--- src/rtl/spart_fifo_bridge.sv ---
// Memory-mapped 8N1 SPART for the cache I/O window: TX/RX byte FIFOs, runtime baud
// divisor, sticky RX error flags and a 16x oversampled receiver.

module spart_fifo_bridge_fifo #(
  parameter int unsigned DEPTH = 16
) (
  input  logic                   clk,
  input  logic                   rst_n,
  input  logic                   push,
  input  logic [7:0]             din,
  input  logic                   pop,
  output logic [7:0]             dout,
  output logic [$clog2(DEPTH):0] count
);
  localparam int unsigned AW = $clog2(DEPTH);
  localparam logic [AW:0] FULL_CNT = (AW + 1)'(DEPTH);

  logic [7:0]    mem [DEPTH];
  logic [AW-1:0] wr_ptr;
  logic [AW-1:0] rd_ptr;
  logic          do_push;
  logic          do_pop;

  assign do_pop  = pop && (count != '0);
  assign do_push = push && ((count != FULL_CNT) || do_pop);
  assign dout    = mem[rd_ptr];

  always_ff @(posedge clk or negedge rst_n) begin
    if (!rst_n) begin
      wr_ptr <= '0;
      rd_ptr <= '0;
      count  <= '0;
      for (int unsigned i = 0; i < DEPTH; i++) mem[i] <= '0;
    end else begin
      if (do_push) begin
        mem[wr_ptr] <= din;
        wr_ptr      <= wr_ptr + 1'b1;
      end
      if (do_pop) rd_ptr <= rd_ptr + 1'b1;
      case ({do_push, do_pop})
        2'b10:   count <= count + 1'b1;
        2'b01:   count <= count - 1'b1;
        default: count <= count;
      endcase
    end
  end
endmodule

module spart_fifo_bridge #(
  parameter logic [27:0] BASE_ADDR   = 28'h800_0000,
  parameter int unsigned TX_DEPTH    = 16,
  parameter int unsigned RX_DEPTH    = 16,
  parameter logic [15:0] DEFAULT_DIV = 16'd53
) (
  input  logic        clk,
  input  logic        rst_n,
  input  logic        io_valid_data,
  input  logic        io_rw_data,
  input  logic [27:0] mem_addr,
  input  logic [31:0] io_wr_data,
  output logic        io_ready_data,
  output logic [31:0] io_rd_data,
  input  logic        rxd,
  output logic        txd,
  output logic        irq
);
  localparam int unsigned TXCW = $clog2(TX_DEPTH) + 1;
  localparam int unsigned RXCW = $clog2(RX_DEPTH) + 1;
  localparam logic [TXCW-1:0] TX_FULL = TXCW'(TX_DEPTH);
  localparam logic [RXCW-1:0] RX_FULL = RXCW'(RX_DEPTH);

  typedef enum logic [1:0] {B_IDLE, B_STALL, B_HOLD} bus_state_t;
  typedef enum logic [1:0] {TX_IDLE, TX_START, TX_DATA, TX_STOP} tx_state_t;
  typedef enum logic [2:0] {RX_IDLE, RX_START, RX_DATA, RX_STOP, RX_WAIT} rx_state_t;

  bus_state_t bus_state, bus_next;
  tx_state_t  tx_state, tx_state_n;
  rx_state_t  rx_state, rx_state_n;

  logic [15:0] div_reg, baud_cnt;
  logic        tick;
  logic [7:0]  hold_byte;
  logic        complete, tx_push, rx_pop, stat_clr, div_we;
  logic [31:0] rd_val, stat_word;
  logic        sel_data, sel_stat, sel_div;

  logic [7:0]      tx_din, tx_dout, rx_dout;
  logic [TXCW-1:0] tx_count;
  logic [RXCW-1:0] rx_count;
  logic            tx_pop, rx_push, tx_empty, tx_full, rx_empty, rx_full, tx_busy;

  logic [3:0] tx_tcnt, tx_tcnt_n, rx_tcnt, rx_tcnt_n;
  logic [2:0] tx_bit, tx_bit_n, rx_bit, rx_bit_n;
  logic [7:0] tx_shift, tx_shift_n, rx_shift, rx_shift_n;
  logic       txd_n, rx_s1, rx_s;
  logic       rx_overrun, frame_err, overrun_set, frame_set;

  spart_fifo_bridge_fifo #(.DEPTH(TX_DEPTH)) u_tx_fifo (
    .clk(clk), .rst_n(rst_n), .push(tx_push), .din(tx_din),
    .pop(tx_pop), .dout(tx_dout), .count(tx_count)
  );

  spart_fifo_bridge_fifo #(.DEPTH(RX_DEPTH)) u_rx_fifo (
    .clk(clk), .rst_n(rst_n), .push(rx_push), .din(rx_shift),
    .pop(rx_pop), .dout(rx_dout), .count(rx_count)
  );

  assign tx_empty  = (tx_count == '0);
  assign tx_full   = (tx_count == TX_FULL);
  assign rx_empty  = (rx_count == '0);
  assign rx_full   = (rx_count == RX_FULL);
  assign tx_busy   = (tx_state != TX_IDLE);
  assign sel_data  = (mem_addr == BASE_ADDR);
  assign sel_stat  = (mem_addr == BASE_ADDR + 28'd1);
  assign sel_div   = (mem_addr == BASE_ADDR + 28'd2);
  assign stat_word = {8'h00, 8'(tx_count), 8'(rx_count), 3'b000,
                      tx_busy, frame_err, rx_overrun, ~tx_full, ~rx_empty};
  assign tx_din    = (bus_state == B_STALL) ? hold_byte : io_wr_data[7:0];
  assign tick      = (baud_cnt == '0);

  always_ff @(posedge clk or negedge rst_n) begin
    if (!rst_n) baud_cnt <= DEFAULT_DIV;
    else if (tick) baud_cnt <= div_reg;
    else baud_cnt <= baud_cnt - 1'b1;
  end

  // Bus side effects fire only on the completing cycle; B_HOLD blocks re-issue until valid drops.
  always_comb begin
    bus_next = bus_state;
    complete = 1'b0;
    tx_push  = 1'b0;
    rx_pop   = 1'b0;
    stat_clr = 1'b0;
    div_we   = 1'b0;
    rd_val   = '0;
    case (bus_state)
      B_IDLE: if (io_valid_data) begin
        if (io_rw_data && sel_data && tx_full) begin
          bus_next = B_STALL;
        end else begin
          complete = 1'b1;
          bus_next = B_HOLD;
          if (io_rw_data) begin
            tx_push = sel_data;
            div_we  = sel_div;
          end else if (sel_data) begin
            rx_pop = ~rx_empty;
            rd_val = rx_empty ? '0 : {23'd0, 1'b1, rx_dout};
          end else if (sel_stat) begin
            stat_clr = 1'b1;
            rd_val   = stat_word;
          end else if (sel_div) begin
            rd_val = {16'd0, div_reg};
          end
        end
      end
      B_STALL: if (!tx_full) begin
        complete = 1'b1;
        tx_push  = 1'b1;
        bus_next = B_HOLD;
      end
      B_HOLD:  if (!io_valid_data) bus_next = B_IDLE;
      default: bus_next = B_IDLE;
    endcase
  end

  always_ff @(posedge clk or negedge rst_n) begin
    if (!rst_n) begin
      bus_state     <= B_IDLE;
      io_ready_data <= 1'b0;
      io_rd_data    <= '0;
      hold_byte     <= '0;
      div_reg       <= DEFAULT_DIV;
      rx_overrun    <= 1'b0;
      frame_err     <= 1'b0;
      irq           <= 1'b0;
    end else begin
      bus_state     <= bus_next;
      io_ready_data <= complete;
      io_rd_data    <= complete ? rd_val : '0;
      if (bus_state == B_IDLE && io_valid_data) hold_byte <= io_wr_data[7:0];
      if (div_we) div_reg <= io_wr_data[15:0];
      if (overrun_set) rx_overrun <= 1'b1;
      else if (stat_clr) rx_overrun <= 1'b0;
      if (frame_set) frame_err <= 1'b1;
      else if (stat_clr) frame_err <= 1'b0;
      irq <= ~rx_empty | rx_overrun | frame_err;
    end
  end

  always_comb begin
    tx_state_n = tx_state;
    tx_tcnt_n  = tx_tcnt;
    tx_bit_n   = tx_bit;
    tx_shift_n = tx_shift;
    tx_pop     = 1'b0;
    if (tick) begin
      case (tx_state)
        TX_IDLE: if (!tx_empty) begin
          tx_pop     = 1'b1;
          tx_shift_n = tx_dout;
          tx_tcnt_n  = '0;
          tx_state_n = TX_START;
        end
        TX_START: begin
          tx_tcnt_n = tx_tcnt + 1'b1;
          if (tx_tcnt == 4'd15) begin
            tx_bit_n   = '0;
            tx_state_n = TX_DATA;
          end
        end
        TX_DATA: begin
          tx_tcnt_n = tx_tcnt + 1'b1;
          if (tx_tcnt == 4'd15) begin
            tx_shift_n = {1'b0, tx_shift[7:1]};
            tx_bit_n   = tx_bit + 1'b1;
            if (tx_bit == 3'd7) tx_state_n = TX_STOP;
          end
        end
        TX_STOP: begin
          tx_tcnt_n = tx_tcnt + 1'b1;
          if (tx_tcnt == 4'd15) begin
            if (!tx_empty) begin
              tx_pop     = 1'b1;
              tx_shift_n = tx_dout;
              tx_state_n = TX_START;
            end else begin
              tx_state_n = TX_IDLE;
            end
          end
        end
        default: tx_state_n = TX_IDLE;
      endcase
    end
    case (tx_state_n)
      TX_START: txd_n = 1'b0;
      TX_DATA:  txd_n = tx_shift_n[0];
      default:  txd_n = 1'b1;
    endcase
  end

  always_ff @(posedge clk or negedge rst_n) begin
    if (!rst_n) begin
      tx_state <= TX_IDLE;
      tx_tcnt  <= '0;
      tx_bit   <= '0;
      tx_shift <= '0;
      txd      <= 1'b1;
    end else begin
      tx_state <= tx_state_n;
      tx_tcnt  <= tx_tcnt_n;
      tx_bit   <= tx_bit_n;
      tx_shift <= tx_shift_n;
      txd      <= txd_n;
    end
  end

  always_comb begin
    rx_state_n  = rx_state;
    rx_tcnt_n   = rx_tcnt;
    rx_bit_n    = rx_bit;
    rx_shift_n  = rx_shift;
    rx_push     = 1'b0;
    overrun_set = 1'b0;
    frame_set   = 1'b0;
    case (rx_state)
      RX_IDLE: if (!rx_s) begin
        rx_tcnt_n  = '0;
        rx_state_n = RX_START;
      end
      RX_START: if (tick) begin
        rx_tcnt_n = rx_tcnt + 1'b1;
        if (rx_tcnt == 4'd7) begin
          rx_tcnt_n  = '0;
          rx_bit_n   = '0;
          rx_state_n = rx_s ? RX_IDLE : RX_DATA;
        end
      end
      RX_DATA: if (tick) begin
        rx_tcnt_n = rx_tcnt + 1'b1;
        if (rx_tcnt == 4'd15) begin
          rx_shift_n = {rx_s, rx_shift[7:1]};
          rx_bit_n   = rx_bit + 1'b1;
          if (rx_bit == 3'd7) rx_state_n = RX_STOP;
        end
      end
      RX_STOP: if (tick) begin
        rx_tcnt_n = rx_tcnt + 1'b1;
        if (rx_tcnt == 4'd15) begin
          if (rx_s) begin
            overrun_set = rx_full;
            rx_push     = ~rx_full;
            rx_state_n  = RX_IDLE;
          end else begin
            frame_set  = 1'b1;
            rx_state_n = RX_WAIT;
          end
        end
      end
      RX_WAIT: if (rx_s) rx_state_n = RX_IDLE;
      default: rx_state_n = RX_IDLE;
    endcase
  end

  always_ff @(posedge clk or negedge rst_n) begin
    if (!rst_n) begin
      rx_s1    <= 1'b1;
      rx_s     <= 1'b1;
      rx_state <= RX_IDLE;
      rx_tcnt  <= '0;
      rx_bit   <= '0;
      rx_shift <= '0;
    end else begin
      rx_s1    <= rxd;
      rx_s     <= rx_s1;
      rx_state <= rx_state_n;
      rx_tcnt  <= rx_tcnt_n;
      rx_bit   <= rx_bit_n;
      rx_shift <= rx_shift_n;
    end
  end
endmodule

--- config.mk ---
export PLATFORM = sky130hd
export DESIGN_NAME = spart_fifo_bridge
export DESIGN_NICKNAME = d
export VERILOG_FILES = /design/src/rtl/spart_fifo_bridge.sv
export SDC_FILE = /design/constraint.sdc
export NUM_CORES = 1
export LEC_CHECK = 0
export ABC_AREA = 0
export ABC_CLOCK_PERIOD_IN_PS = 6200
export BUFFER_PORTS_ARGS = -buffer_cell sky130_fd_sc_hd__buf_2
export CAP_MARGIN = 5
export CORE_ASPECT_RATIO = 0.9
export CORE_MARGIN = 2
export CORE_UTILIZATION = 30
export CTS_CLUSTER_SIZE = 24
export DETAILED_ROUTE_END_ITERATION = 12
export SLEW_MARGIN = 20
export SYNTH_ARGS = -nofsm -noshare
export SYNTH_HDL_FRONTEND = slang
export SYNTH_HIERARCHICAL = 1
export SYNTH_SLANG_ARGS = --single-unit
--- constraint.sdc ---
create_clock -name clk -period 6.2 [get_ports clk]
set_clock_uncertainty 0.15 [all_clocks]
set_input_delay 1.24 -clock clk [delete_from_list [all_inputs] [get_ports clk]]
set_output_delay 1.24 -clock clk [all_outputs]
set_load 0.1 [all_outputs]
==> impl_metrics.prom, run 1 <==
# TYPE chip_impl_metric gauge
chip_impl_metric{name="synth_largest_type_area_fraction",unit=""} 0.499
chip_impl_metric{name="finalCriticalPeriod",unit="ns"} 5.26
chip_impl_metric{name="yosys.cell_types.count",unit=""} 69
chip_impl_metric{name="initial_core_utilization",unit=""} 0.302
chip_impl_metric{name="syn_inst",unit=""} 1390
chip_impl_info{name="largestRegisters",value="u_rx_fifo/mem (128), u_tx_fifo/mem (128), io_rd_data (21)"} 1
chip_impl_metric{name="cts_made_buffers",unit=""} 41
chip_impl_metric{name="max_stage_delay",unit="ns"} 0.54
chip_impl_metric{name="synth.cell_area",unit="um^2"} 18900
chip_impl_metric{name="maximum_number_of_pins_on_one_net_before_global_route_repair",unit=""} 135
chip_impl_metric{name="synth_edf_count",unit=""} 0
chip_impl_metric{name="synth-adder-area-share",unit=""} 0.0199
chip_impl_metric{name="post_cts_repair_timing_setup_buffer_count",unit=""} 0
chip_impl_metric{name="yosys.area_share.xor_xnor",unit=""} 0.0172
chip_impl_metric{name="finalSetupTns",unit="ns"} 0
chip_impl_metric{name="required",unit="ns"} 6.49
chip_impl_metric{name="vias_per_cell",unit=""} 4.89
chip_impl_metric{name="dieHeight",unit="um"} 242
chip_impl_metric{name="hold_viol",unit=""} 0
chip_impl_info{name="cpMaxStageDelayCell",value="sky130_fd_sc_hd__nor2_1"} 1
chip_impl_metric{name="grt_antenna_before_repair",unit=""} 6
chip_impl_metric{name="max_clock_freq",unit="MHz"} 190
chip_impl_info{name="synth_flop_cell",value="sky130_fd_sc_hd__dfrtp_1"} 1
chip_impl_info{name="crit_chain",value="buf_2, nor4_1, nand4_1, nor2_1, nand3b_1, buf_4, or2_2, nor3b_1, or3b_1, nand2_1, ha_1, xor2_1, ha_1, a21oi_1, nor4b_1, a21oi_1, xnor2_1"} 1
chip_impl_info{name="hold_class",value="reg -> reg"} 1
chip_impl_metric{name="syn-mean-instance-area",unit="um^2"} 13.6
chip_impl_metric{name="detailedPlacementHpwl",unit="mm"} 28.1
chip_impl_metric{name="cts.clk_slew.worst_paths",unit="ns"} 0.06
chip_impl_metric{name="powerDensity",unit="nW/um^2"} 251
chip_impl_metric{name="synthesis_stage_register_bit_count",unit=""} 387
chip_impl_metric{name="avgRoutedWirePerCell",unit="um"} 18.4
chip_impl_metric{name="muxShareOfSynthArea",unit=""} 0.281
chip_impl_info{name="ys_top_cells_by_area",value="sky130_fd_sc_hd__dfrtp_1, sky130_fd_sc_hd__mux2_2, sky130_fd_sc_hd__mux4_2, sky130_fd_sc_hd__mux2_4, sky130_fd_sc_hd__ha_1"} 1
chip_impl_metric{name="io_pins",unit=""} 100
chip_impl_metric{name="critical_path.max_fanout",unit=""} 13
chip_impl_info{name="cts.root.buffer_cell",value="sky130_fd_sc_hd__clkbuf_16"} 1
chip_impl_metric{name="timing.slew.headroom",unit=""} 0.300
chip_impl_info{name="start_kind",value="primary input"} 1
chip_impl_metric{name="drt_wl_total",unit="mm"} 42.6
chip_impl_metric{name="fill_cells",unit=""} 6032
chip_impl_metric{name="gr-usage-all-layers",unit=""} 0.133
chip_impl_metric{name="post-route-period-util",unit=""} 0.848
chip_impl_metric{name="postSynth.asyncResetShare",unit=""} 1.00
chip_impl_metric{name="detail_route.first_pass.iterations",unit=""} 5
chip_impl_metric{name="numPortBuffers",unit=""} 72
chip_impl_metric{name="area_growth_syn_to_layout",unit="%"} 13.5
chip_impl_metric{name="worstMarginPinSlew",unit="ns"} 1.05
chip_impl_metric{name="antenna_violating_nets_post_route",unit=""} 0
chip_impl_metric{name="total_leakage_power",unit="nW"} 9.91
chip_impl_metric{name="dp_cells",unit=""} 2238
chip_impl_metric{name="vias",unit=""} 11300
chip_impl_metric{name="drc",unit=""} 0
chip_impl_metric{name="final_net_count",unit=""} 1533
chip_impl_info{name="rsz0062_at_grt",value="false"} 1
chip_impl_metric{name="chipWidth",unit="um"} 268
chip_impl_metric{name="core-area",unit="um^2"} 62400
chip_impl_metric{name="core.rowCount",unit=""} 87
chip_impl_metric{name="grt_remaining_overflow",unit=""} 0
chip_impl_metric{name="ctsHtreeMaxLevel",unit=""} 2
chip_impl_metric{name="post_layout_cell_count",unit=""} 2315
chip_impl_metric{name="max-vdd-ir-drop",unit="uV"} 180
chip_impl_metric{name="setup_viol",unit=""} 0
chip_impl_metric{name="clk_latency",unit="ns"} 0.57
chip_impl_metric{name="multi_input_comb_area",unit="um^2"} 8700
chip_impl_metric{name="initialDrtViolationCount",unit=""} 774
chip_impl_metric{name="timing.max_cap.violations",unit=""} 0
chip_impl_info{name="start_to_end_type_of_the_worst_setup_path",value="in -> reg"} 1
chip_impl_metric{name="synth_compound_area_frac",unit=""} 0.0512
chip_impl_info{name="cts_tree",value="yes"} 1
chip_impl_metric{name="fp.dieArea",unit="um^2"} 64900
chip_impl_info{name="status",value="completed"} 1
chip_impl_metric{name="antenna_cells_inserted",unit=""} 0
chip_impl_info{name="area_leader_netlist",value="sky130_fd_sc_hd__dfrtp_1"} 1
chip_impl_metric{name="cts_repair_resize_count",unit=""} 0
chip_impl_metric{name="synth-warning-count",unit=""} 6
chip_impl_metric{name="post_route_cells_drive_above_1_share",unit=""} 0.377
chip_impl_info{name="critical_path.endpoint_type",value="flip-flop"} 1
chip_impl_metric{name="synth_seq_area_share",unit=""} 0.514
chip_impl_metric{name="timing_max_transition_violations_final",unit=""} 0
chip_impl_metric{name="gpl.final_weighted_congestion",unit=""} 0.824
chip_impl_metric{name="synthSimpleGateAreaFrac",unit=""} 0.0900
chip_impl_metric{name="grt_pass1_vias",unit=""} 11900
chip_impl_metric{name="ctsLongestPathBuffers",unit=""} 3
chip_impl_metric{name="area_used_by_sequential_logic_in_the_layout",unit="um^2"} 9700
chip_impl_metric{name="tritoncts_num_sinks",unit=""} 387
chip_impl_metric{name="critical_path_arrival",unit="ns"} 5.55
chip_impl_info{name="combinational_family_with_the_most_area_after_synthesis",value="multiplexers"} 1
chip_impl_metric{name="hold_buffers",unit=""} 0
chip_impl_metric{name="grt_pass1_wl",unit="mm"} 68.3
==> final timing paths <==
check,start,end,slack (ns),depth (start not counted)
setup / recovery,mem_addr[11],u_rx_fifo/count[4],0.94,17
hold / removal,rx_s1,rx_s,0.21,0
hold reg to reg,rx_s1,rx_s,0.21,0
min in group asynchronous,rst_n,io_rd_data[16],0.43,1
setup reg to reg,baud_cnt[3],u_rx_fifo/count[4],1.34,13
max in group asynchronous,rst_n,u_tx_fifo/rd_ptr[1],4.03,3
==> cell usage after synthesis, types with 11 or more instances <==
cell type / count
sky130_fd_sc_hd__a21oi_1: 47
sky130_fd_sc_hd__a22oi_1: 36
sky130_fd_sc_hd__and2_1: 11
sky130_fd_sc_hd__buf_4: 11
sky130_fd_sc_hd__clkbuf_1: 59
sky130_fd_sc_hd__dfrtp_1: 376
sky130_fd_sc_hd__dfstp_2: 11
sky130_fd_sc_hd__ha_1: 30
sky130_fd_sc_hd__inv_1: 20
sky130_fd_sc_hd__mux2_1: 13
sky130_fd_sc_hd__mux2_2: 225
sky130_fd_sc_hd__mux2_4: 72
sky130_fd_sc_hd__mux4_2: 64
sky130_fd_sc_hd__nand2_1: 68
sky130_fd_sc_hd__nand2b_1: 14
sky130_fd_sc_hd__nand3_1: 13
sky130_fd_sc_hd__nor2_1: 82
sky130_fd_sc_hd__nor2b_1: 12
sky130_fd_sc_hd__nor3_1: 17
sky130_fd_sc_hd__o21ai_0: 18
sky130_fd_sc_hd__xnor2_1: 21
sky130_fd_sc_hd__xor2_1: 16
==> cells by family after synthesis <==
| kind of cell | count (synthesis) |
|---|---|
| buf+inv | 110 |
| flops | 387 |
| xor+xnor | 37 |
| simple gates | 296 |
| compound gates | 146 |
| fa+ha+maj | 30 |
| other cells | 1 |
| mux | 383 |
==> report_power, final <==
part | switching [mW] | internal [mW]
Clock | 1.01 | 1.43
Sequential | 0.0696 | 2.57
Combinational | 0.197 | 0.0982
Total | 1.28 | 4.10
==> critical path: cells and delay by family <==
family	cells	cell delay [ns]
AND/OR/NAND/NOR	9	2.86
AO/OA/AOI/OAI	2	0.18
XOR/XNOR	2	0.32
buffers and inverters	2	0.32
adder cells (fa/ha/maj)	2	0.61
==> through the flow <==
step                hold slack (ns)  cell area [um^2]  utilization  power (mW)  worst slack [ns]
floorplan                     0.195             18900            -        2.86              1.57
global placement              0.201             20000        0.321        2.96             0.537
detailed placement            0.203             20000        0.321        2.98             0.416
CTS                           0.219             21400        0.342        5.46              1.01
global route                  0.224             21400        0.343        5.62             0.626
finish                        0.215             21400        0.343        5.38             0.940
==> area by class of cell <==
cell class	count	share of cell area
clock buffers	65	0.0568
clock inverters	10	0.00591
inverters	20	0.00351
multi-input cells	903	0.407
flip-flops and latches	387	0.453
well taps	845	0.0494
repair buffers	85	0.0242
==> cell usage in the layout (no fill, tap or decap), types with 7 or more instances in the layout <==
cell type	n
sky130_fd_sc_hd__nor2b_1	12
sky130_fd_sc_hd__inv_1	20
sky130_fd_sc_hd__nor3_4	9
sky130_fd_sc_hd__conb_1	11
sky130_fd_sc_hd__nand2b_1	14
sky130_fd_sc_hd__nor3_1	17
sky130_fd_sc_hd__a22oi_1	36
sky130_fd_sc_hd__buf_2	71
sky130_fd_sc_hd__nor3_2	7
sky130_fd_sc_hd__nor2_1	82
sky130_fd_sc_hd__dfstp_2	11
sky130_fd_sc_hd__a21oi_1	47
sky130_fd_sc_hd__mux4_2	64
sky130_fd_sc_hd__mux2_4	72
sky130_fd_sc_hd__ha_1	30
sky130_fd_sc_hd__nor4_1	9
sky130_fd_sc_hd__clkbuf_16	41
sky130_fd_sc_hd__buf_4	9
sky130_fd_sc_hd__nand2_1	68
sky130_fd_sc_hd__and3_1	7
sky130_fd_sc_hd__mux2_2	225
sky130_fd_sc_hd__clkbuf_8	10
sky130_fd_sc_hd__and2_1	11
sky130_fd_sc_hd__nand3_1	13
sky130_fd_sc_hd__o21ai_0	18
sky130_fd_sc_hd__dfrtp_1	374
sky130_fd_sc_hd__mux2_1	13
sky130_fd_sc_hd__xnor2_1	21
sky130_fd_sc_hd__xor2_1	16
sky130_fd_sc_hd__clkbuf_1	14
sky130_fd_sc_hd__mux2i_1	9
==> per-layer routing <==
metal	global-route usage	routed length, um	vias to the layer above
met2	0.201	19200	222
met3	0.0352	2570	67
met1	0.187	19900	5883
met5	0	69	-
li1	-	-	5125
met4	0.0365	928	12
Power figures use the tool's default switching activity.
==> run 2: changes to the inputs <==
--- a/config.mk
+++ b/config.mk
@@ -6,7 +6,7 @@
 export NUM_CORES = 1
 export LEC_CHECK = 0
 export ABC_AREA = 0
-export ABC_CLOCK_PERIOD_IN_PS = 6200
+export ABC_CLOCK_PERIOD_IN_PS = 5400
 export BUFFER_PORTS_ARGS = -buffer_cell sky130_fd_sc_hd__buf_2
 export CAP_MARGIN = 5
 export CORE_ASPECT_RATIO = 0.9
==> constraint.sdc (replaced) <==
create_clock -name clk -period 5.4 [get_ports clk]
set_clock_uncertainty 0.15 [all_clocks]
set_input_delay 1.08 -clock clk [delete_from_list [all_inputs] [get_ports clk]]
set_output_delay 1.08 -clock clk [all_outputs]
set_load 0.1 [all_outputs]
==> run 2 against run 1 <==
Net effect: clock power increased by 19%; utilization increased by 0.29 points; first-iteration DRC count increased by 1.7%; via count increased by 1.6%; highest routed layer unchanged; cell count increased by 0.82%; worst setup slack got worse by 0.23 ns; sequential share of layout area decreased by 0.39 points; global-route usage increased by 0.12 points; non-clock buffer count increased by 20; combinational power increased by 15%.
==> impl_metrics.prom, run 2 (synthesized netlist as in run 1, its figures left out) <==
# TYPE chip_impl_metric gauge
chip_impl_info{name="status",value="completed"} 1
chip_impl_metric{name="drc",unit=""} 0
chip_impl_metric{name="finalSetupTns",unit="ns"} 0
chip_impl_metric{name="hold_buffers",unit=""} 0
chip_impl_metric{name="max-vdd-ir-drop",unit="uV"} 204
chip_impl_metric{name="cts_repair_resize_count",unit=""} 0
chip_impl_metric{name="setup_viol",unit=""} 0
chip_impl_info{name="rsz0062_at_grt",value="false"} 1
chip_impl_metric{name="chipWidth",unit="um"} 268
chip_impl_info{name="min_from",value="rx_s1"} 1
chip_impl_metric{name="post_route_cells_drive_above_1_share",unit=""} 0.386
chip_impl_metric{name="tritoncts_num_sinks",unit=""} 387
chip_impl_metric{name="post_cts_repair_timing_setup_buffer_count",unit=""} 0
chip_impl_metric{name="finalCriticalPeriod",unit="ns"} 4.69
chip_impl_metric{name="maximum_number_of_pins_on_one_net_before_global_route_repair",unit=""} 106
chip_impl_metric{name="total_leakage_power",unit="nW"} 10.0
chip_impl_info{name="cts_tree",value="yes"} 1
chip_impl_metric{name="core-area",unit="um^2"} 62400
chip_impl_metric{name="pre_cts_ws",unit="ns"} 0.307
chip_impl_metric{name="final_net_count",unit=""} 1554
chip_impl_metric{name="hold_viol",unit=""} 0
chip_impl_info{name="critical_path.endpoint_type",value="flip-flop"} 1
chip_impl_metric{name="grt_antenna_before_repair",unit=""} 8
chip_impl_metric{name="max_clock_freq",unit="MHz"} 213
chip_impl_metric{name="ctsLongestPathBuffers",unit=""} 3
chip_impl_info{name="highest_routing_layer_actually_used",value="met5"} 1
chip_impl_metric{name="grt_pass1_vias",unit=""} 12000
chip_impl_metric{name="critical_path.max_fanout",unit=""} 9
chip_impl_metric{name="cts_made_buffers",unit=""} 42
chip_impl_metric{name="timing.max_cap.violations",unit=""} 0
chip_impl_metric{name="gr-usage-all-layers",unit=""} 0.134
chip_impl_info{name="layout_common_cells",value="sky130_fd_sc_hd__dfrtp_1, sky130_fd_sc_hd__mux2_2, sky130_fd_sc_hd__nor2_1"} 1
chip_impl_info{name="timing.rr.start",value="baud_cnt[3]"} 1
chip_impl_metric{name="ctsHtreeMaxLevel",unit=""} 2
chip_impl_metric{name="powerDensity",unit="nW/um^2"} 291
chip_impl_metric{name="vias",unit=""} 11500
chip_impl_info{name="start_kind",value="flip-flop"} 1
chip_impl_metric{name="detail_route.first_pass.iterations",unit=""} 5
chip_impl_metric{name="grt_remaining_overflow",unit=""} 0
chip_impl_metric{name="fp.dieArea",unit="um^2"} 64900
chip_impl_metric{name="gpl.final_weighted_congestion",unit=""} 0.801
chip_impl_metric{name="numPortBuffers",unit=""} 72
chip_impl_info{name="mostFrequentLayoutCell",value="sky130_fd_sc_hd__dfrtp_1"} 1
chip_impl_metric{name="postLayoutCellArea",unit="um^2"} 21600
chip_impl_metric{name="grt_pass1_wl",unit="mm"} 68.7
chip_impl_metric{name="detailedPlacementHpwl",unit="mm"} 28.9
chip_impl_metric{name="worstMarginPinSlew",unit="ns"} 1.03
chip_impl_metric{name="timing_max_transition_violations_final",unit=""} 0
chip_impl_info{name="start_to_end_type_of_the_worst_setup_path",value="reg -> reg"} 1
chip_impl_metric{name="finalWorstSetupSlack",unit="ns"} 0.711
chip_impl_metric{name="p_total",unit="mW"} 6.28
chip_impl_metric{name="dieHeight",unit="um"} 242
chip_impl_metric{name="avgRoutedWirePerCell",unit="um"} 18.4
chip_impl_metric{name="required",unit="ns"} 5.68
chip_impl_metric{name="initial_core_utilization",unit=""} 0.302
chip_impl_metric{name="io_pins",unit=""} 100
chip_impl_info{name="worstSetupStartpoint",value="baud_cnt[3]"} 1
chip_impl_metric{name="timing.slew.headroom",unit=""} 0.312
chip_impl_metric{name="post-route-util",unit=""} 0.346
chip_impl_metric{name="dr_wl_met2",unit="mm"} 19.4
chip_impl_info{name="largestRegisters",value="u_rx_fifo/mem (128), u_tx_fifo/mem (128), io_rd_data (21)"} 1
chip_impl_metric{name="placed_cell_area",unit="um^2"} 20200
chip_impl_metric{name="clk_latency",unit="ns"} 0.56
chip_impl_metric{name="fill_cells",unit=""} 5991
chip_impl_metric{name="drt_wl_total",unit="mm"} 43.0
chip_impl_metric{name="vias_per_cell",unit=""} 4.92
chip_impl_metric{name="wl_met3",unit="mm"} 2.39
chip_impl_metric{name="m1WireLength",unit="mm"} 20.2
chip_impl_metric{name="critical_path_arrival",unit="ns"} 4.97
chip_impl_metric{name="area_growth_syn_to_layout",unit="%"} 14.4
chip_impl_metric{name="cts.clk_slew.worst_paths",unit="ns"} 0.06
chip_impl_metric{name="post-route-period-util",unit=""} 0.868
chip_impl_metric{name="core.rowCount",unit=""} 87
chip_impl_metric{name="initialDrtViolationCount",unit=""} 787
chip_impl_metric{name="antenna_violating_nets_post_route",unit=""} 0
chip_impl_info{name="cts.root.buffer_cell",value="sky130_fd_sc_hd__clkbuf_16"} 1
chip_impl_info{name="hold_class",value="reg -> reg"} 1
==> run 2: metal layers <==
| layer | vias to the layer above | GRT usage |
|---|---|---|
| li1 | 5169 | - |
| met1 | 6014 | 0.188 |
| met2 | 223 | 0.205 |
| met3 | 69 | 0.0319 |
| met4 | 10 | 0.0386 |
| met5 | - | 0 |
==> run 2: power by group <==
part / leakage, nW / switching, mW / internal, mW
clock: 0.684 / 1.15 / 1.76
sequential: 5.31 / 0.0796 / 2.95
combinational: 4.04 / 0.228 / 0.112
total: 10.0 / 1.45 / 4.82
==> run 2: final cells by class <==
cell class                      instances  area, um^2  area share
Antenna cell                            2        5.00    0.000232
Clock buffer                           66        1280      0.0594
Clock inverter                          6         109     0.00504
Inverter                               20        75.1     0.00348
Multi-Input combinational cell        903        8700       0.403
Sequential cell                       387        9700       0.450
Tap cell                              845        1060      0.0490
Timing Repair Buffer                  105         647      0.0300
==> run 2: critical path: stages (launching register included) <==
cell and delay [ns]:
sky130_fd_sc_hd__dfrtp_1 0.41, sky130_fd_sc_hd__nor4_1 0.67, sky130_fd_sc_hd__nand2_1 0.36, sky130_fd_sc_hd__nor3_1 0.41
sky130_fd_sc_hd__nor4b_1 0.50, sky130_fd_sc_hd__nand2b_1 0.32, sky130_fd_sc_hd__o21ai_1 0.20, sky130_fd_sc_hd__ha_1 0.40
sky130_fd_sc_hd__ha_1 0.41, sky130_fd_sc_hd__o211ai_1 0.11, sky130_fd_sc_hd__o211ai_1 0.26, sky130_fd_sc_hd__nor3b_1 0.27
sky130_fd_sc_hd__nor3b_1 0.08
==> run 2: worst paths after layout <==
check / to / slack [ns] / cells after the start
setup / recovery: u_tx_fifo/count[4] / 0.71 / 12
hold / removal: rx_s / 0.21 / 0
setup reg to reg: u_tx_fifo/count[4] / 0.71 / 12
hold reg to reg: rx_s / 0.21 / 0
max in group asynchronous: u_tx_fifo/mem[31] / 3.45 / 2
min in group asynchronous: io_rd_data[16] / 0.43 / 1
==> run 2: stage by stage <==
stage / cells / hold slack, ns
floorplan: 1400 / 0.195
global placement: 2259 / 0.201
detailed placement: 2259 / 0.199
CTS: 2331 / 0.207
global route: 2334 / 0.208
finish: 2334 / 0.207
==> run 3: changes to the inputs <==
--- a/config.mk
+++ b/config.mk
@@ -11,9 +11,10 @@
 export CAP_MARGIN = 5
 export CORE_ASPECT_RATIO = 0.9
 export CORE_MARGIN = 2
-export CORE_UTILIZATION = 30
+export CORE_UTILIZATION = 50
 export CTS_CLUSTER_SIZE = 24
 export DETAILED_ROUTE_END_ITERATION = 12
+export PLACE_DENSITY = 0.67
 export SLEW_MARGIN = 20
 export SYNTH_ARGS = -nofsm -noshare
 export SYNTH_HDL_FRONTEND = slang
==> run 3 against run 2 <==
Net effect: global-route usage is 8.3 points higher; design area is 2.2% lower; sequential share of layout area is 1.0 points higher; power is 0.84% higher; sequential power hardly changed; register-to-register slack better by 0.26 ns; first-iteration DRC count is 1.9% lower; sequential cell count stayed put; wire length is 4.0% lower; cell count is 16% lower.
==> impl_metrics.prom, run 3 (synthesized netlist as in run 1, its figures left out) <==
# TYPE chip_impl_metric gauge
chip_impl_info{name="status",value="completed"} 1
chip_impl_metric{name="final_net_count",unit=""} 1544
chip_impl_metric{name="fp.dieArea",unit="um^2"} 39300
chip_impl_metric{name="setup_viol",unit=""} 0
chip_impl_metric{name="p_clk_frac",unit=""} 0.468
chip_impl_metric{name="vias_per_cell",unit=""} 5.80
chip_impl_metric{name="io_pins",unit=""} 100
chip_impl_metric{name="area_growth_syn_to_layout",unit="%"} 11.9
chip_impl_metric{name="dieHeight",unit="um"} 188
chip_impl_metric{name="timing.max_cap.violations",unit=""} 0
chip_impl_metric{name="worstMarginPinSlew",unit="ns"} 0.895
chip_impl_metric{name="avgRoutedWirePerCell",unit="um"} 21.0
chip_impl_metric{name="post_route_cells_drive_above_1_share",unit=""} 0.388
chip_impl_metric{name="drt_wl_total",unit="mm"} 41.3
chip_impl_metric{name="grt_remaining_overflow",unit=""} 0
chip_impl_metric{name="post_layout_cell_count",unit=""} 1967
chip_impl_info{name="min_from",value="rx_s1"} 1
chip_impl_metric{name="critical_path.max_fanout",unit=""} 9
chip_impl_metric{name="timing_max_transition_violations_final",unit=""} 0
chip_impl_metric{name="vias",unit=""} 11400
chip_impl_metric{name="drc",unit=""} 0
chip_impl_info{name="largestRegisters",value="u_rx_fifo/mem (128), u_tx_fifo/mem (128), io_rd_data (21)"} 1
chip_impl_info{name="worstSetupStartpoint",value="baud_cnt[7]"} 1
chip_impl_metric{name="timing.slew.headroom",unit=""} 0.404
chip_impl_metric{name="switching_share",unit=""} 0.238
chip_impl_metric{name="cts_made_buffers",unit=""} 43
chip_impl_metric{name="hold_viol",unit=""} 0
chip_impl_metric{name="pre_cts_ws",unit="ns"} 0.535
chip_impl_metric{name="post_cts_repair_timing_setup_buffer_count",unit=""} 0
chip_impl_metric{name="maximum_number_of_pins_on_one_net_before_global_route_repair",unit=""} 117
chip_impl_metric{name="max_clock_freq",unit="MHz"} 226
chip_impl_metric{name="initial_core_utilization",unit=""} 0.507
chip_impl_metric{name="critical_path_arrival",unit="ns"} 4.77
chip_impl_metric{name="finalCriticalPeriod",unit="ns"} 4.43
chip_impl_metric{name="grt_pass1_vias",unit=""} 11800
chip_impl_metric{name="cts.clk_slew.worst_paths",unit="ns"} 0.06
chip_impl_metric{name="timing.hold.worst_path_depth",unit=""} 0
chip_impl_info{name="cts.root.buffer_cell",value="sky130_fd_sc_hd__clkbuf_16"} 1
chip_impl_metric{name="cts_repair_resize_count",unit=""} 0
chip_impl_metric{name="numPortBuffers",unit=""} 72
chip_impl_metric{name="core.rowCount",unit=""} 67
chip_impl_metric{name="grt_antenna_before_repair",unit=""} 2
chip_impl_metric{name="gr-usage-all-layers",unit=""} 0.217
chip_impl_metric{name="internal-power",unit="mW"} 4.82
chip_impl_info{name="cts_tree",value="yes"} 1
chip_impl_info{name="hold_class",value="reg -> reg"} 1
chip_impl_info{name="layout_common_cells",value="sky130_fd_sc_hd__dfrtp_1, sky130_fd_sc_hd__mux2_2, sky130_fd_sc_hd__nor2_1"} 1
chip_impl_metric{name="powerDensity",unit="nW/um^2"} 300
chip_impl_info{name="cpMaxStageDelayCell",value="sky130_fd_sc_hd__or4_4"} 1
chip_impl_info{name="critical_path.endpoint_type",value="flip-flop"} 1
chip_impl_metric{name="regToRegSetupSlack",unit="ns"} 0.97
chip_impl_metric{name="p_total",unit="mW"} 6.33
chip_impl_info{name="worstHoldEndpoint",value="rx_s"} 1
chip_impl_metric{name="max_stage_delay",unit="ns"} 0.58
chip_impl_metric{name="chipWidth",unit="um"} 209
chip_impl_metric{name="grt_pass1_wl",unit="mm"} 66.6
chip_impl_metric{name="finalWorstSetupSlack",unit="ns"} 0.968
chip_impl_metric{name="core-area",unit="um^2"} 37200
chip_impl_info{name="timing.rr.start",value="baud_cnt[7]"} 1
chip_impl_metric{name="finalSetupTns",unit="ns"} 0
chip_impl_metric{name="required",unit="ns"} 5.73
chip_impl_metric{name="gpl.final_weighted_congestion",unit=""} 0.788
chip_impl_metric{name="switchingPower",unit="mW"} 1.50
chip_impl_metric{name="sequentialPowerShare",unit=""} 0.479
chip_impl_metric{name="placed_cell_area",unit="um^2"} 19600
chip_impl_info{name="mostFrequentLayoutCell",value="sky130_fd_sc_hd__dfrtp_1"} 1
chip_impl_info{name="start_to_end_type_of_the_worst_setup_path",value="reg -> reg"} 1
chip_impl_metric{name="hold_buffers",unit=""} 0
chip_impl_metric{name="clk_latency",unit="ns"} 0.57
chip_impl_metric{name="pwr-share-comb",unit=""} 0.053
chip_impl_metric{name="post-route-util",unit=""} 0.567
chip_impl_metric{name="post-route-period-util",unit=""} 0.821
chip_impl_metric{name="reg2reg_depth",unit=""} 14
chip_impl_metric{name="detailedPlacementHpwl",unit="mm"} 26.9
chip_impl_metric{name="tritoncts_num_sinks",unit=""} 387
chip_impl_info{name="crit_chain",value="or4_4, nand2b_1, nor3_1, buf_4, nor4b_1, nand2b_1, o21ai_1, ha_1, xor2_1, ha_1, nand3b_1, o211ai_1, a222oi_1, nor3b_1"} 1
chip_impl_info{name="rsz0062_at_grt",value="false"} 1
chip_impl_metric{name="antenna_violating_nets_post_route",unit=""} 0
chip_impl_info{name="rr_endpoint",value="u_tx_fifo/count[4]"} 1
chip_impl_metric{name="postLayoutCellArea",unit="um^2"} 21100
chip_impl_metric{name="ctsLongestPathBuffers",unit=""} 3
chip_impl_metric{name="initialDrtViolationCount",unit=""} 772
chip_impl_metric{name="detail_route.first_pass.iterations",unit=""} 5
chip_impl_info{name="start_kind",value="flip-flop"} 1
chip_impl_metric{name="hold_ws",unit="ns"} 0.213
chip_impl_metric{name="dp_cells",unit=""} 1886
chip_impl_metric{name="max-vdd-ir-drop",unit="uV"} 219
chip_impl_metric{name="ctsHtreeMaxLevel",unit=""} 2
chip_impl_metric{name="total_leakage_power",unit="nW"} 10.0
run 3: cell count changes in the layout (fill, tap and decap cells not counted):
cell / change
sky130_fd_sc_hd__buf_4: -11
sky130_fd_sc_hd__clkinv_2: +7
sky130_fd_sc_hd__clkbuf_1: -6
sky130_fd_sc_hd__bufinv_16: -2
sky130_fd_sc_hd__clkbuf_16: +2
sky130_fd_sc_hd__clkbuf_8: +2
sky130_fd_sc_hd__clkinvlp_4: +2
sky130_fd_sc_hd__clkinv_4: +1
sky130_fd_sc_hd__inv_16: +1
sky130_fd_sc_hd__inv_6: -1
run 3: area by class of cell:
| type | count | area [um^2] |
|---|---|---|
| Tap cell | 483 | 604 |
| Antenna cell | 2 | 5.00 |
| Sequential cell | 387 | 9700 |
| Clock buffer | 64 | 1340 |
| Multi-Input combinational cell | 903 | 8700 |
| Timing Repair Buffer | 94 | 564 |
| Inverter | 20 | 75.1 |
| Clock inverter | 14 | 119 |
| Fill cell | 2966 | 16100 |
run 3: metal layers:
metal	vias up	wire, um	global-route usage
met2	243	19100	0.327
li1	5153	-	-
met5	-	0	0
met3	71	1720	0.0355
met1	5941	19400	0.317
met4	0	1150	0.0821
run 3: critical path: cells and delay by family (launching register included):
kind,cells,cell delay [ns]
compound gates,3,0.64
xor+xnor,1,0.21
fa+ha+maj,2,0.63
buf+inv,1,0.17
flops,1,0.42
simple gates,7,2.11
run 3: how the worst max path moves through the flow:
stage                         end  cells past startpoint
3_5_place_dp   u_rx_fifo/count[2]                     18
5_1_grt        u_tx_fifo/count[4]                     14
4_1_cts        u_tx_fifo/count[4]                     14
3_3_place_gp   u_rx_fifo/count[2]                     18
6_report       u_tx_fifo/count[4]                     14
2_1_floorplan  u_rx_fifo/count[2]                     16
run 3: power groups by stage:
stage          combinational (mW)  sequential (mW)  clock (mW)
2_1_floorplan               0.246             3.04           0
3_3_place_gp                0.333             3.08           0
3_5_place_dp                0.340             3.08           0
4_1_cts                     0.343             3.03        3.03
5_1_grt                     0.381             3.04        3.15
6_report                    0.338             3.03        2.96
